<file path="config.mk">
export PLATFORM = sky130hd
export DESIGN_NAME = modulator_symbol_sequencer
export DESIGN_NICKNAME = d
export VERILOG_FILES = /design/src/rtl/modulator_symbol_sequencer_pkg.sv /design/src/rtl/modulator_symbol_sequencer_phase.sv /design/src/rtl/modulator_symbol_sequencer.sv
export SDC_FILE = /design/constraint.sdc
export NUM_CORES = 1
export LEC_CHECK = 0
export ABC_CLOCK_PERIOD_IN_PS = 3530
export CORE_MARGIN = 2
export CORE_UTILIZATION = 35
export DETAILED_ROUTE_END_ITERATION = 10
export SYNTH_ARGS = -nofsm -noshare
export SYNTH_HDL_FRONTEND = slang
export SYNTH_SLANG_ARGS = --single-unit
</file>
<file path="constraint.sdc">
create_clock -name clk -period 3.53 [get_ports clk]
set_input_delay 0.706 -clock clk [delete_from_list [all_inputs] [get_ports clk]]
set_output_delay 0.706 -clock clk [all_outputs]
set_load 0.005 [all_outputs]
</file>
<file path="src/rtl/modulator_symbol_sequencer_pkg.sv">
// Shared definitions for the modulator symbol sequencer.
// Contents:
//   MOD_*          modulation codes used by the downstream mux
//   PHASE_W        width of the carrier phase index
//   state_t        sequencer FSM states
//   bits_per_sym   data bits consumed per symbol for a modulation code
//   presc_limit    terminal prescaler count for a frequency code
package modulator_symbol_sequencer_pkg;

   localparam int PHASE_W = 6;

   localparam logic [1:0] MOD_FSK  = 2'd0;
   localparam logic [1:0] MOD_ASK  = 2'd1;
   localparam logic [1:0] MOD_BPSK = 2'd2;
   localparam logic [1:0] MOD_QPSK = 2'd3;

   typedef enum logic [1:0] {
      ST_IDLE = 2'd0,
      ST_LOAD = 2'd1,
      ST_RUN  = 2'd2
   } state_t;

   // QPSK packs two data bits into one symbol; every other scheme uses one.
   function automatic logic [1:0] bits_per_sym(input logic [1:0] m);
      return (m == MOD_QPSK) ? 2'd2 : 2'd1;
   endfunction

   // Phase advances once every 2^freq clocks, so the prescaler wraps at 2^freq-1.
   function automatic logic [2:0] presc_limit(input logic [1:0] f);
      logic [2:0] lim;
      case (f)
         2'd0:    lim = 3'd0;
         2'd1:    lim = 3'd1;
         2'd2:    lim = 3'd3;
         default: lim = 3'd7;
      endcase
      return lim;
   endfunction

endpackage

</file>
<file path="src/rtl/modulator_symbol_sequencer_phase.sv">
// Carrier phase generator: prescaler plus 6-bit phase counter.
// Ports:
//   clk, rst   clock and synchronous active-high reset
//   run        counting enable; when low the prescaler and phase sit at 0
//   freq       frequency code, phase advances every 2^freq clocks
//   phase      carrier phase index t (wraps 63 -> 0)
//   step       one-clock strobe: phase advances on this clock edge
//   wrap       phase is on its last step (63) of the carrier period
module phase_step_gen
   import modulator_symbol_sequencer_pkg::*;
(
   input  logic               clk,
   input  logic               rst,
   input  logic               run,
   input  logic [1:0]         freq,
   output logic [PHASE_W-1:0] phase,
   output logic               step,
   output logic               wrap
);

   logic [2:0] prescaler;

   assign step = run && (prescaler == presc_limit(freq));
   assign wrap = (phase == {PHASE_W{1'b1}});

   // Holding run low parks both counters at zero, so every symbol that
   // follows a LOAD starts from phase 0 with a fresh prescaler. Between
   // back-to-back symbols run stays high and phase rolls 63->0 naturally.
   always_ff @(posedge clk) begin
      if (rst || !run) begin
         prescaler <= 3'd0;
         phase     <= '0;
      end else if (step) begin
         prescaler <= 3'd0;
         phase     <= phase + 1'b1;
      end else begin
         prescaler <= prescaler + 3'd1;
      end
   end

endmodule

</file>
<file path="src/rtl/modulator_symbol_sequencer.sv">
// Front-end sequencer for the FSK/ASK/BPSK/QPSK modulator.
// Collects serial data bits and configuration over valid/ready handshakes,
// holds each symbol for PERIODS_PER_SYM carrier periods and only applies
// mod/freq changes while idle so the carrier never glitches mid-cycle.
// Ports:
//   clk, rst              clock and synchronous active-high reset
//   bit_in/valid/ready    serial data handshake
//   cfg_mod/freq/valid    configuration request; cfg_ready high only in IDLE
//   sym                   current symbol ({first,second} for QPSK, sym[0] otherwise)
//   mod, freq             active configuration
//   phase                 carrier phase index to the sine generator
//   sym_start             pulse on the first phase step of each symbol
//   underrun              sticky: a symbol boundary found no data
module modulator_symbol_sequencer
   import modulator_symbol_sequencer_pkg::*;
#(
   parameter int PERIODS_PER_SYM = 1,
   parameter int CFG_RESET_MOD   = 2,
   parameter int CFG_RESET_FREQ  = 0
)(
   input  logic               clk,
   input  logic               rst,
   input  logic               bit_in,
   input  logic               bit_valid,
   output logic               bit_ready,
   input  logic [1:0]         cfg_mod,
   input  logic [1:0]         cfg_freq,
   input  logic               cfg_valid,
   output logic               cfg_ready,
   output logic [1:0]         sym,
   output logic [1:0]         mod,
   output logic [1:0]         freq,
   output logic [PHASE_W-1:0] phase,
   output logic               sym_start,
   output logic               underrun
);

   localparam logic [3:0] LAST_PERIOD = 4'(PERIODS_PER_SYM - 1);

   state_t     state;
   logic [1:0] hold_bits;
   logic [1:0] hold_cnt;
   logic [3:0] period_cnt;

   logic       run;
   logic       step;
   logic       wrap;
   logic       bit_fire;
   logic       cfg_fire;
   logic [1:0] eff_mod;
   logic [1:0] cnt_acc;
   logic [1:0] hold_acc;
   logic       full;
   logic       sym_done;
   logic [1:0] next_sym;

   assign run = (state == ST_RUN);

   phase_step_gen u_phase (
      .clk   (clk),
      .rst   (rst),
      .run   (run),
      .freq  (freq),
      .phase (phase),
      .step  (step),
      .wrap  (wrap)
   );

   // Bit buffer view after this clock's handshake. A cfg taken in the same
   // cycle already decides how many bits make a symbol, and cfg_ready is
   // never high outside IDLE so eff_mod equals mod in LOAD/RUN. Bits shift
   // in from the right so the first QPSK bit ends up in sym[1].
   always_comb begin
      bit_fire = bit_valid && bit_ready;
      cfg_fire = cfg_valid && cfg_ready;
      eff_mod  = cfg_fire ? cfg_mod : mod;
      cnt_acc  = hold_cnt + {1'b0, bit_fire};
      hold_acc = bit_fire ? {hold_bits[0], bit_in} : hold_bits;
      full     = (cnt_acc >= bits_per_sym(eff_mod));
      sym_done = step && wrap && (period_cnt == LAST_PERIOD);
      next_sym = (eff_mod == MOD_QPSK) ? hold_acc : {1'b0, hold_acc[0]};
   end

   // Main sequencer. Handshake readies are registered and recomputed from
   // the state being entered, so they drop the clock the buffer fills and
   // rise again the clock a symbol frees it. At a symbol boundary the
   // double-buffered next symbol is swapped in with no gap; otherwise the
   // stream drains to IDLE, keeping any half-collected QPSK pair.
   always_ff @(posedge clk) begin
      if (rst) begin
         state      <= ST_IDLE;
         bit_ready  <= 1'b0;
         cfg_ready  <= 1'b0;
         sym        <= 2'd0;
         mod        <= 2'(CFG_RESET_MOD);
         freq       <= 2'(CFG_RESET_FREQ);
         sym_start  <= 1'b0;
         underrun   <= 1'b0;
         hold_bits  <= 2'd0;
         hold_cnt   <= 2'd0;
         period_cnt <= 4'd0;
      end else begin
         sym_start <= 1'b0;
         case (state)
            ST_IDLE: begin
               if (cfg_fire) begin
                  mod  <= cfg_mod;
                  freq <= cfg_freq;
               end
               hold_bits <= hold_acc;
               hold_cnt  <= cnt_acc;
               if (full) begin
                  state     <= ST_LOAD;
                  bit_ready <= 1'b0;
                  cfg_ready <= 1'b0;
               end else begin
                  bit_ready <= 1'b1;
                  cfg_ready <= 1'b1;
               end
            end
            ST_LOAD: begin
               sym        <= next_sym;
               hold_cnt   <= 2'd0;
               sym_start  <= 1'b1;
               period_cnt <= 4'd0;
               bit_ready  <= 1'b1;
               state      <= ST_RUN;
            end
            ST_RUN: begin
               if (sym_done) begin
                  period_cnt <= 4'd0;
                  if (full) begin
                     sym       <= next_sym;
                     hold_cnt  <= 2'd0;
                     sym_start <= 1'b1;
                     bit_ready <= 1'b1;
                  end else begin
                     underrun  <= 1'b1;
                     sym       <= 2'd0;
                     hold_bits <= hold_acc;
                     hold_cnt  <= cnt_acc;
                     bit_ready <= 1'b1;
                     cfg_ready <= 1'b1;
                     state     <= ST_IDLE;
                  end
               end else begin
                  if (step && wrap) begin
                     period_cnt <= period_cnt + 4'd1;
                  end
                  hold_bits <= hold_acc;
                  hold_cnt  <= cnt_acc;
                  bit_ready <= !full;
               end
            end
            default: begin
               state <= ST_IDLE;
            end
         endcase
      end
   end

endmodule

</file>
==> results of run 1 <==
## registers in the layout, indices dropped and copies added (netlist names)
name,flops
underrun,1
hold_bits,2
hold_cnt,2
sym,2
state,2
mod,2
sym_start,1
cfg_ready,1
period_cnt,4
u_phase.prescaler,3
bit_ready,1
u_phase.phase,6
freq,2
## path summary, 6_finish.rpt
| kind | start | to | depth (start not counted) |
|---|---|---|---|
| setup / recovery | bit_valid | hold_bits[1] | 11 |
| hold / removal | underrun | underrun | 2 |
| setup reg to reg | bit_ready | hold_bits[1] | 10 |
| hold reg to reg | underrun | underrun | 2 |
## cells by family after synthesis
kind of cell | count (synthesis)
and+or+nand+nor | 61
AOI/OAI and AO/OA | 46
DFF | 29
buffers and inverters | 23
muxes | 12
adders and majority gates | 10
xor gates and xnor gates | 9
## synthesized netlist by cell type, drive strengths merged (5+ instances only)
master  instances
o21ai           9
nand2          11
nor2b           6
a311oi          5
xnor2           5
mux2i           8
inv            12
a21oi          10
buf             6
ha             10
nor2           17
dfxtp          29
## worst reg2reg max path, delay by kind of cell (launching register included)
| family | cells | cell delay (ps) |
|---|---|---|
| simple gates | 3 | 490 |
| flops | 1 | 320 |
| mux | 1 | 360 |
| compound gates | 2 | 560 |
| buf+inv | 2 | 110 |
| fa+ha+maj | 2 | 540 |
## metrics by stage
stage	hold WS [ps]	power [W]	area (µm²)	utilization [%]
floorplan	460.4	0.0008545	1703	-
global placement	484.2	0.0009723	1951	41.57
detailed placement	489.3	0.0009730	1951	41.57
CTS	506.2	0.001244	2031	43.28
global route	537.2	0.001336	2031	43.28
finish	494.5	0.001239	2031	43.28
## cell type report
cell class              instances  share of cell area, %
clock buffers                   8                  3.943
inverters                      13                  2.403
multi-input cells             138                  49.17
flip-flops and latches         29                  28.59
well taps                      54                  3.327
repair buffers                 26                  12.57
## where the power goes
part	internal, W	leakage, nW	switching, W	total, W
clock	0.000140	0.0395	0.000127	0.000267
combinational	0.000239	0.499	0.000326	0.000565
sequential	0.000371	0.235	0.0000350	0.000406
## layer usage
layer  share of wire, %  track usage [%]  wire length (µm)
met1                 52            20.87              1901
met2                 41            19.94              1498
met3                5.2            4.664               188
met4                1.7            5.455                62
met5                  0                0                 0
==> results.txt, run 1 <==
CTS Root Buffer Type: sky130_fd_sc_hd__clkbuf_8
Most common cell after layout, fill and taps aside: sky130_fd_sc_hd__dfxtp_1
Deepest level of the CTS H-tree: 2
Fin cells: 268
First DRT Iteration DRCs: 93
Worst setup slack before clock tree synthesis: 269.0 ps
Standard-cell rows: 25
Xor and xnor fraction of the mapped netlist area: 4.629%
Clock Sinks: 29
Share of the synthesized area in the top cell type: 34.09%
Total power density per cell area: 609.9 mW/mm²
Critical path class: primary input to register
Biggest cell delay along the critical path: 390 ps
Antenna violations before repair: 0
Layout cell share with drive strength beyond 1: 7.477%
Leading cell types by total area after synthesis: sky130_fd_sc_hd__dfxtp_1 34%, sky130_fd_sc_hd__ha_1 7.3%, sky130_fd_sc_hd__mux2i_1 4.7%
Worst path bufs/invs: 3
Hpwl dp: 2654 µm
Data arrival time of the critical path: 3150 ps
Number of setup buffers added after CTS: 0
Vias post-DR: 1418
Most used cells in the layout excluding fill and tap cells: 29 x sky130_fd_sc_hd__dfxtp_1, 24 x sky130_fd_sc_hd__clkdlybuf4s50_1, 17 x sky130_fd_sc_hd__nor2_1
Master of the slowest instance on the critical path: sky130_fd_sc_hd__clkdlybuf4s50_1
Cell-by-cell listing of the critical path: clkdlybuf4s50_1 > nand2_1 > inv_1 > ha_1 > inv_1 > ha_1 > nor2b_1 > a221o_1 > and2_2 > o21ai_0 > mux2_2
Worst slew margin relative to its limit: 59.17%
Path type of the worst min-delay path: register to register
Wire length of the first global-routing pass: 6003 µm
Worst clock skew on the final layout: 4.774 ps
Area share of fa/ha/maj cells after synthesis: 7.348%
Effective utilization at floorplan: 36.29%
Total of flip-flops plus latches after synthesis: 29
Clock slew seen by the registers of the worst setup and hold paths: 60 ps
CP top delay family: compound AO/OA/AOI/OAI gates
Number of buffers on the longest clock path: 2
Vertical die dimension: 73.75 µm
Setup TNS: 0 ps
Highest clock rate: 336.3 MHz
Antenna diode count: 0
Number of input and output port buffers inserted: 24
Number of placed cells counting well taps: 260
Cell count after synthesis: 190
Latest clock arrival within the worst-skew pair: 290 ps
Netlist Area Pre-Place: 0.001703 mm²
Portion of the post-synthesis area used by sequential elements: 34.09%
Grt total ovfl: 0
P_leak: 0.7737 nW
Area Overhead vs Synth: 19.25%
Final critical path time including I/O delays and setup: 2974 ps
Compound-cell area share of the yosys netlist: 20.79%
Core area: 0.004692 mm²
Average footprint of a synthesized cell: 8.963 µm²
Most frequently used flop master after synthesis: sky130_fd_sc_hd__dfxtp_1
Filler Cell Count: 478
Via count of the first global-routing pass: 1253
Register cell area after layout: 580.6 µm²
Yosys warning count: 0
Maximum fanout along the worst path: 11
Total routed wirelength: 3649 µm
Total die area: 0.005439 mm²
Maximum capacitance violations: 0
CTS tree: built
DR vias/cell: 5.291
I/O pin total: 25
Worst slew pin tran: 612.4 ps
Endpoint type of the worst setup path: register
Weighted congestion reported at the end of routability-driven placement: 0.8208
Length of the first detailed-routing pass in iterations: 5
Synthesized netlist net count: 209
DRC errors left: 0
GRT Overall Usage: 14.51%
Number of endpoints failing setup at the final stage: 0
Number of enable-type register cells in the synthesized netlist: 0
Mux share of post-synthesis cell area: 7.348%
Hold violation count in the final report: 0
Run status: completed
Worst path setup slack after routing: 556.5 ps
Startpoint Class: primary input
Dominant combinational cell family by area after synthesis: compound AO/OA/AOI/OAI gates
ANT nets after route: 0
Cell taking the most area after synthesis: sky130_fd_sc_hd__dfxtp_1
Nets: 232
Required time of the critical path: 3710 ps
Total of cells resized after clock tree synthesis: 0
Cts hold-fix bufs: 0
Die width: 73.75 µm
Number of buffers created by CTS: 5
FF-to-FF setup slack: 1060 ps
Post-synthesis async set-or-reset flop share: 0%
Number of distinct library cells after synthesis: 50
Area used by multi-input combinational logic: 998.5 µm²
Area share of and/or/nand/nor cells after synthesis: 18.52%
Worst supply voltage drop on vdd: 0.0001795 V
Setup repair after global routing missed its margin: false
Wire length per cell: 13.62 µm
Final Slew Violations: 0
Largest net degree at the start of global routing: 17
Post-route fraction of the period consumed by the critical path: 84.24%
(Power assumes the default switching activity.)
==> run 2, diff against run 1 <==
--- a/config.mk
+++ b/config.mk
@@ -5,7 +5,7 @@
 export SDC_FILE = /design/constraint.sdc
 export NUM_CORES = 1
 export LEC_CHECK = 0
-export ABC_CLOCK_PERIOD_IN_PS = 3530
+export ABC_CLOCK_PERIOD_IN_PS = 2800
 export CORE_MARGIN = 2
 export CORE_UTILIZATION = 35
 export DETAILED_ROUTE_END_ITERATION = 10
==> constraint.sdc (replaced) <==
create_clock -name clk -period 2.8 [get_ports clk]
set_input_delay 0.56 -clock clk [delete_from_list [all_inputs] [get_ports clk]]
set_output_delay 0.56 -clock clk [all_outputs]
set_load 0.005 [all_outputs]
==> results.txt, run 2 (same netlist as run 1, synthesis figures left out) <==
Layout cell share with drive strength beyond 1: 10.96% (+3.5 points)
Final Slew Violations: 0 (unchanged)
Hold worst-path end: underrun
Wire length of the first global-routing pass: 6430 µm (+7.1%)
Total die area: 0.005439 mm² (unchanged)
I/O pin total: 25 (unchanged)
Latest clock arrival within the worst-skew pair: 280 ps (about the same)
Number of buffers created by CTS: 5 (unchanged)
Data arrival time of the critical path: 2770 ps (-380 ps)
DR vias/cell: 5.304 (+0.25%)
Met3 global-route usage: 3.841% (-0.82 points)
Required time of the critical path: 2970 ps (-740 ps)
Antenna diode count: 0 (unchanged)
FF-to-FF setup slack: 550 ps (-510 ps)
Clock Sinks: 29 (unchanged)
Met2 Use GR: 22.02% (+2.1 points)
Run status: completed
Deepest level of the CTS H-tree: 2 (unchanged)
Via count of the first global-routing pass: 1351 (+7.8%)
Filler Cell Count: 468 (-2.1%)
CTS tree: built
Setup TNS: 0 ps (unchanged)
Die width: 73.75 µm (unchanged)
GRT Overall Usage: 15.21% (+0.70 points)
Hold wc startpoint: underrun
Startpoint Class: primary input
Highest clock rate: 383.9 MHz
DRC errors left: 0 (unchanged)
Number of stages on the worst hold path: 2 (unchanged)
Number of setup buffers added after CTS: 0 (unchanged)
Largest registers: u_phase.phase: 6 flops, period_cnt: 4 flops, u_phase.prescaler: 3 flops
Weighted congestion reported at the end of routability-driven placement: 0.8807 (+7.3%)
Maximum fanout along the worst path: 9 (-2)
Worst supply voltage drop on vdd: 0.0002778 V (+55%)
Worst slew pin tran: 594.3 ps (-18.07 ps)
Endpoint type of the worst setup path: register
Core area: 0.004692 mm² (unchanged)
Most common cell after layout, fill and taps aside: sky130_fd_sc_hd__dfxtp_1
Number of placed cells counting well taps: 266 (+2.3%)
Peak-usage layer in the global routing report: met1
Total routed wirelength: 3659 µm (+0.27%)
Area used by multi-input combinational logic: 0.001003 mm² (+0.50%)
First DRT Iteration DRCs: 93 (unchanged)
Post-route fraction of the period consumed by the critical path: 93.03%
Vias post-DR: 1448 (+2.1%)
Hold violation count in the final report: 0 (unchanged)
Hpwl dp: 2671 µm (+0.63%)
Maximum capacitance violations: 0 (unchanged)
Worst slew margin relative to its limit: 60.38% (+1.2 points)
R2r startpoint: freq[0]
Path type of the worst min-delay path: register to register
Wire length per cell: 13.40 µm (-1.6%)
Antenna violations before repair: 0 (unchanged)
Worst reg2reg endpoint: sym[0]
ANT nets after route: 0 (unchanged)
Final critical path time including I/O delays and setup: 2605 ps
Length of the first detailed-routing pass in iterations: 4 (-1)
Grt total ovfl: 0 (unchanged)
Effective utilization at floorplan: 36.29% (unchanged)
Number of buffers on the longest clock path: 2 (unchanged)
Register cell area after layout: 580.6 µm² (unchanged)
Final hold slack: 480.2 ps (-14.26 ps)
Standard-cell rows: 25 (unchanged)
Clock slew seen by the registers of the worst setup and hold paths: 60 ps (about the same)
Fin cells: 273 (+1.9%)
CTS Root Buffer Type: sky130_fd_sc_hd__clkbuf_8
P_leak: 0.8081 nW (+4.4%)
Setup repair after global routing missed its margin: false
Area Overhead vs Synth: 22.56%
Register with the most flip-flops: u_phase.phase
Nets: 238 (+2.6%)
Most used cells in the layout excluding fill and tap cells: 29 x sky130_fd_sc_hd__dfxtp_1, 24 x sky130_fd_sc_hd__clkdlybuf4s50_1, 17 x sky130_fd_sc_hd__nor2_1
Number of input and output port buffers inserted: 24 (unchanged)
Vertical die dimension: 73.75 µm (unchanged)
Worst clock skew on the final layout: 5.532 ps (+0.7584 ps)
Largest net degree at the start of global routing: 18 (+1)
GR Util met1: 22.14% (+1.3 points)
Cells on worst reg2reg path: 5 (-5)
Total power density per cell area: 772.2 mW/mm² (+27%)
Max reg flops: 6 (unchanged)
Critical path class: primary input to register
Number of endpoints failing setup at the final stage: 0 (unchanged)
run 2: worst max path at each step:
stage	startpoint	to	slack [ps]	cells past startpoint
finish	bit_valid	sym[0]	200	11
detailed placement	bit_valid	hold_bits[1]	-180	11
global placement	bit_valid	sym[0]	-130	11
global route	bit_valid	hold_bits[0]	50	11
CTS	bit_valid	hold_bits[1]	120	11
floorplan	bit_valid	hold_bits[1]	180	11
run 2: metrics by stage:
stage	instance area (µm²)	utilization [%]	power, W	worst slack (ps)
finish	2087	44.48	0.001612	195.3
global route	2087	44.48	0.001762	50.05
CTS	2082	44.37	0.001613	120.6
detailed placement	1996	42.53	0.001257	-182.4
global placement	1996	42.53	0.001258	-127.5
floorplan	1703	-	0.001077	180.3
run 2: where the power goes:
part / leakage (nW) / internal, W / switching (W)
clock network: 0.0443 / 0.000195 / 0.000151
registers: 0.235 / 0.000468 / 0.0000424
logic: 0.528 / 0.000336 / 0.000420
run 2: critical path: stages:
cell	delay, ps
sky130_fd_sc_hd__clkdlybuf4s50_1	400
sky130_fd_sc_hd__nand2_1	90
sky130_fd_sc_hd__inv_1	40
sky130_fd_sc_hd__ha_1	270
sky130_fd_sc_hd__inv_1	40
sky130_fd_sc_hd__ha_1	260
sky130_fd_sc_hd__nor2b_1	50
sky130_fd_sc_hd__a221o_1	330
sky130_fd_sc_hd__and2_4	200
sky130_fd_sc_hd__mux2_2	260
sky130_fd_sc_hd__a222oi_1	270
run 2: area by class of cell:
type,instances,share of cell area (%)
Clock buffer,7,4.137
Inverter,13,2.338
Multi-Input combinational cell,138,48.08
Sequential cell,29,27.82
Tap cell,54,3.237
Timing Repair Buffer,32,14.39
run 2: timing repair:
| item | in CTS | in global routing |
|---|---|---|
| gates resized for setup | 0 | 3 |
| endpoints found under the setup margin | 0 | 4 |
| hold endpoints to repair | 0 | 0 |
| hold buffers | 0 | 0 |
run 2: per-layer routing:
layer	vias to the layer above	wire, µm
met5	-	0
met4	0	42
met3	5	212
met2	39	1550
met1	662	1853
li1	742	-
==> edit (settings of run 1) <==
Re-encode `state_t` (3 states) as one-hot, 3 bits wide.
--- a/src/rtl/modulator_symbol_sequencer_pkg.sv
+++ b/src/rtl/modulator_symbol_sequencer_pkg.sv
@@ -16,6 +16,6 @@
 
-   typedef enum logic [1:0] {
-      ST_IDLE = 2'd0,
-      ST_LOAD = 2'd1,
-      ST_RUN  = 2'd2
+   typedef enum logic [2:0] {
+      ST_IDLE = 3'b001,
+      ST_LOAD = 3'b010,
+      ST_RUN  = 3'b100
    } state_t;
Behaviour: same outputs for any inputs over 10 cycles, from zero or initial values and one cycle with rst high; not proved beyond that.
==> edit against run 1 <==
Clock skew is 0.0022 ns higher. Area after synthesis is 11% lower. Register-to-register slack gained 0.18 ns. Die area down 10%. Worst setup slack better by 0.20 ns. Non-clock buffer count down 1. Total power down 21%. Routed wire length down 7.6%. Sequential cell count increased by 1. Synthesized cell count fell by 12%. Cell area is 6.3% lower. Largest power group is now sequential cells.
==> edit: results (changes against run 1) <==
Placed design
  – GPL Wtd Cong: 0.758 (-7.6%)
  – Cell area after placement: 1810 um^2 (-7.1%)
  – DP HPWL: 2.58 mm (-2.9%)

Status
  – Status: complete, no violations

Critical path
  – Max FO, Critical Path: 7 (-4)
  – Critical path's slowest cell: a21oi_1
  – Crit path DAT: 2.99 ns (-0.16 ns)

Global route
  – Met3 Usage GRT: 4.36% (-0.30 points)
  – Grt met2 use: 24.9% (+4.9 points)
  – Pin count of the biggest net entering global routing: 21 (+4)
  – First-pass GRT wire length: 5.75 mm (-4.1%)
  – GRT Total Usage: 14.6% (+0.13 points)

Pwr
  – Sw Share: 32.7% (-6.8 points)
  – Pleak: 0.715 nW (-7.6%)

Synth
  – Synth area leaders: dfxtp_1 40%, ha_1 5.8%, nor2_1 5.4%
  – Synth cell count leaders: 30 x dfxtp_1, 22 x nor2_1, 10 x a21oi_1, 9 x nand2_1, 8 x mux2i_1
  – Post-synthesis compound-gate area fraction: 20.1% (-0.66 points)
  – Syn Nets: 184 (-12%)
  – Cell variety after synth: 40 (-20%)
  – Mux cell area share after synthesis: 5.28% (-2.1 points)
  – Seq/Total Area, Yosys: 39.6% (+5.5 points)
  – Synth Area in XOR/XNOR: 5.20% (+0.57 points)

Layout
  – Top Registers: u_phase.phase (6), period_cnt (4)
  – Fraction of layout cells with a size suffix above 1: 6.60% (-0.88 points)
  – Filler instances: 391 (-18%)

Drt
  – Drt wl/cell: 13.6 um (+0.21%)
  – Iter 0 DRT Violations: 50 (-46%)
  – First-pass DRT Iterations: 4 (-1)

Worst hold path
  – Worst hold start: u_phase.prescaler[0]$_SDFF_PP0_

STA
  – Clock skew: 0.00696 ns (+0.00218 ns)
[edit: cells by family after synthesis]
logic type,Yosys count
xor gates and xnor gates,9
muxes,8
buffers and inverters,11
and+or+nand+nor,63
DFF,30
AOI/OAI and AO/OA,40
adders and majority gates,7
[edit: final cells by class]
type	instances	area (um^2)	share of cell area (%)
inverter	7	26.3	1.38
tap	50	62.6	3.29
multi-input combinational	127	875	46.0
clock inverter	1	5.00	0.263
timing repair buffer	25	248	13.0
sequential	30	601	31.6
clock buffer	7	86.3	4.54
[edit: worst paths after layout]
| check | end | slack (ns) | depth (start not counted) |
|---|---|---|---|
| setup / recovery | hold_bits[1]$_SDFFE_PP0P_ | 0.75 | 10 |
| hold / removal | u_phase.prescaler[0]$_SDFF_PP0_ | 0.48 | 1 |
| setup reg to reg | hold_bits[1]$_SDFFE_PP0P_ | 1.24 | 9 |
| hold reg to reg | u_phase.prescaler[0]$_SDFF_PP0_ | 0.48 | 1 |
[edit: per-layer routing]
layer	up-vias	wire, um
met5	-	0
met3	6	106
met4	0	53
li1	662	-
met1	595	1510
met2	16	1710
[edit: through the flow]
| step | std cells | util, % |
|---|---|---|
| floorplan | 168 | - |
| global placement | 239 | 44.3 |
| detailed placement | 239 | 44.3 |
| CTS | 247 | 46.6 |
| global route | 247 | 46.6 |
| finish | 247 | 46.6 |
[edit: power by group through the flow]
stage,Sequential (mW),Combinational (mW),Clock [mW]
floorplan,0.401,0.209,0
global placement,0.410,0.283,0
detailed placement,0.412,0.290,0
CTS,0.405,0.295,0.297
global route,0.410,0.329,0.317
finish,0.404,0.293,0.286
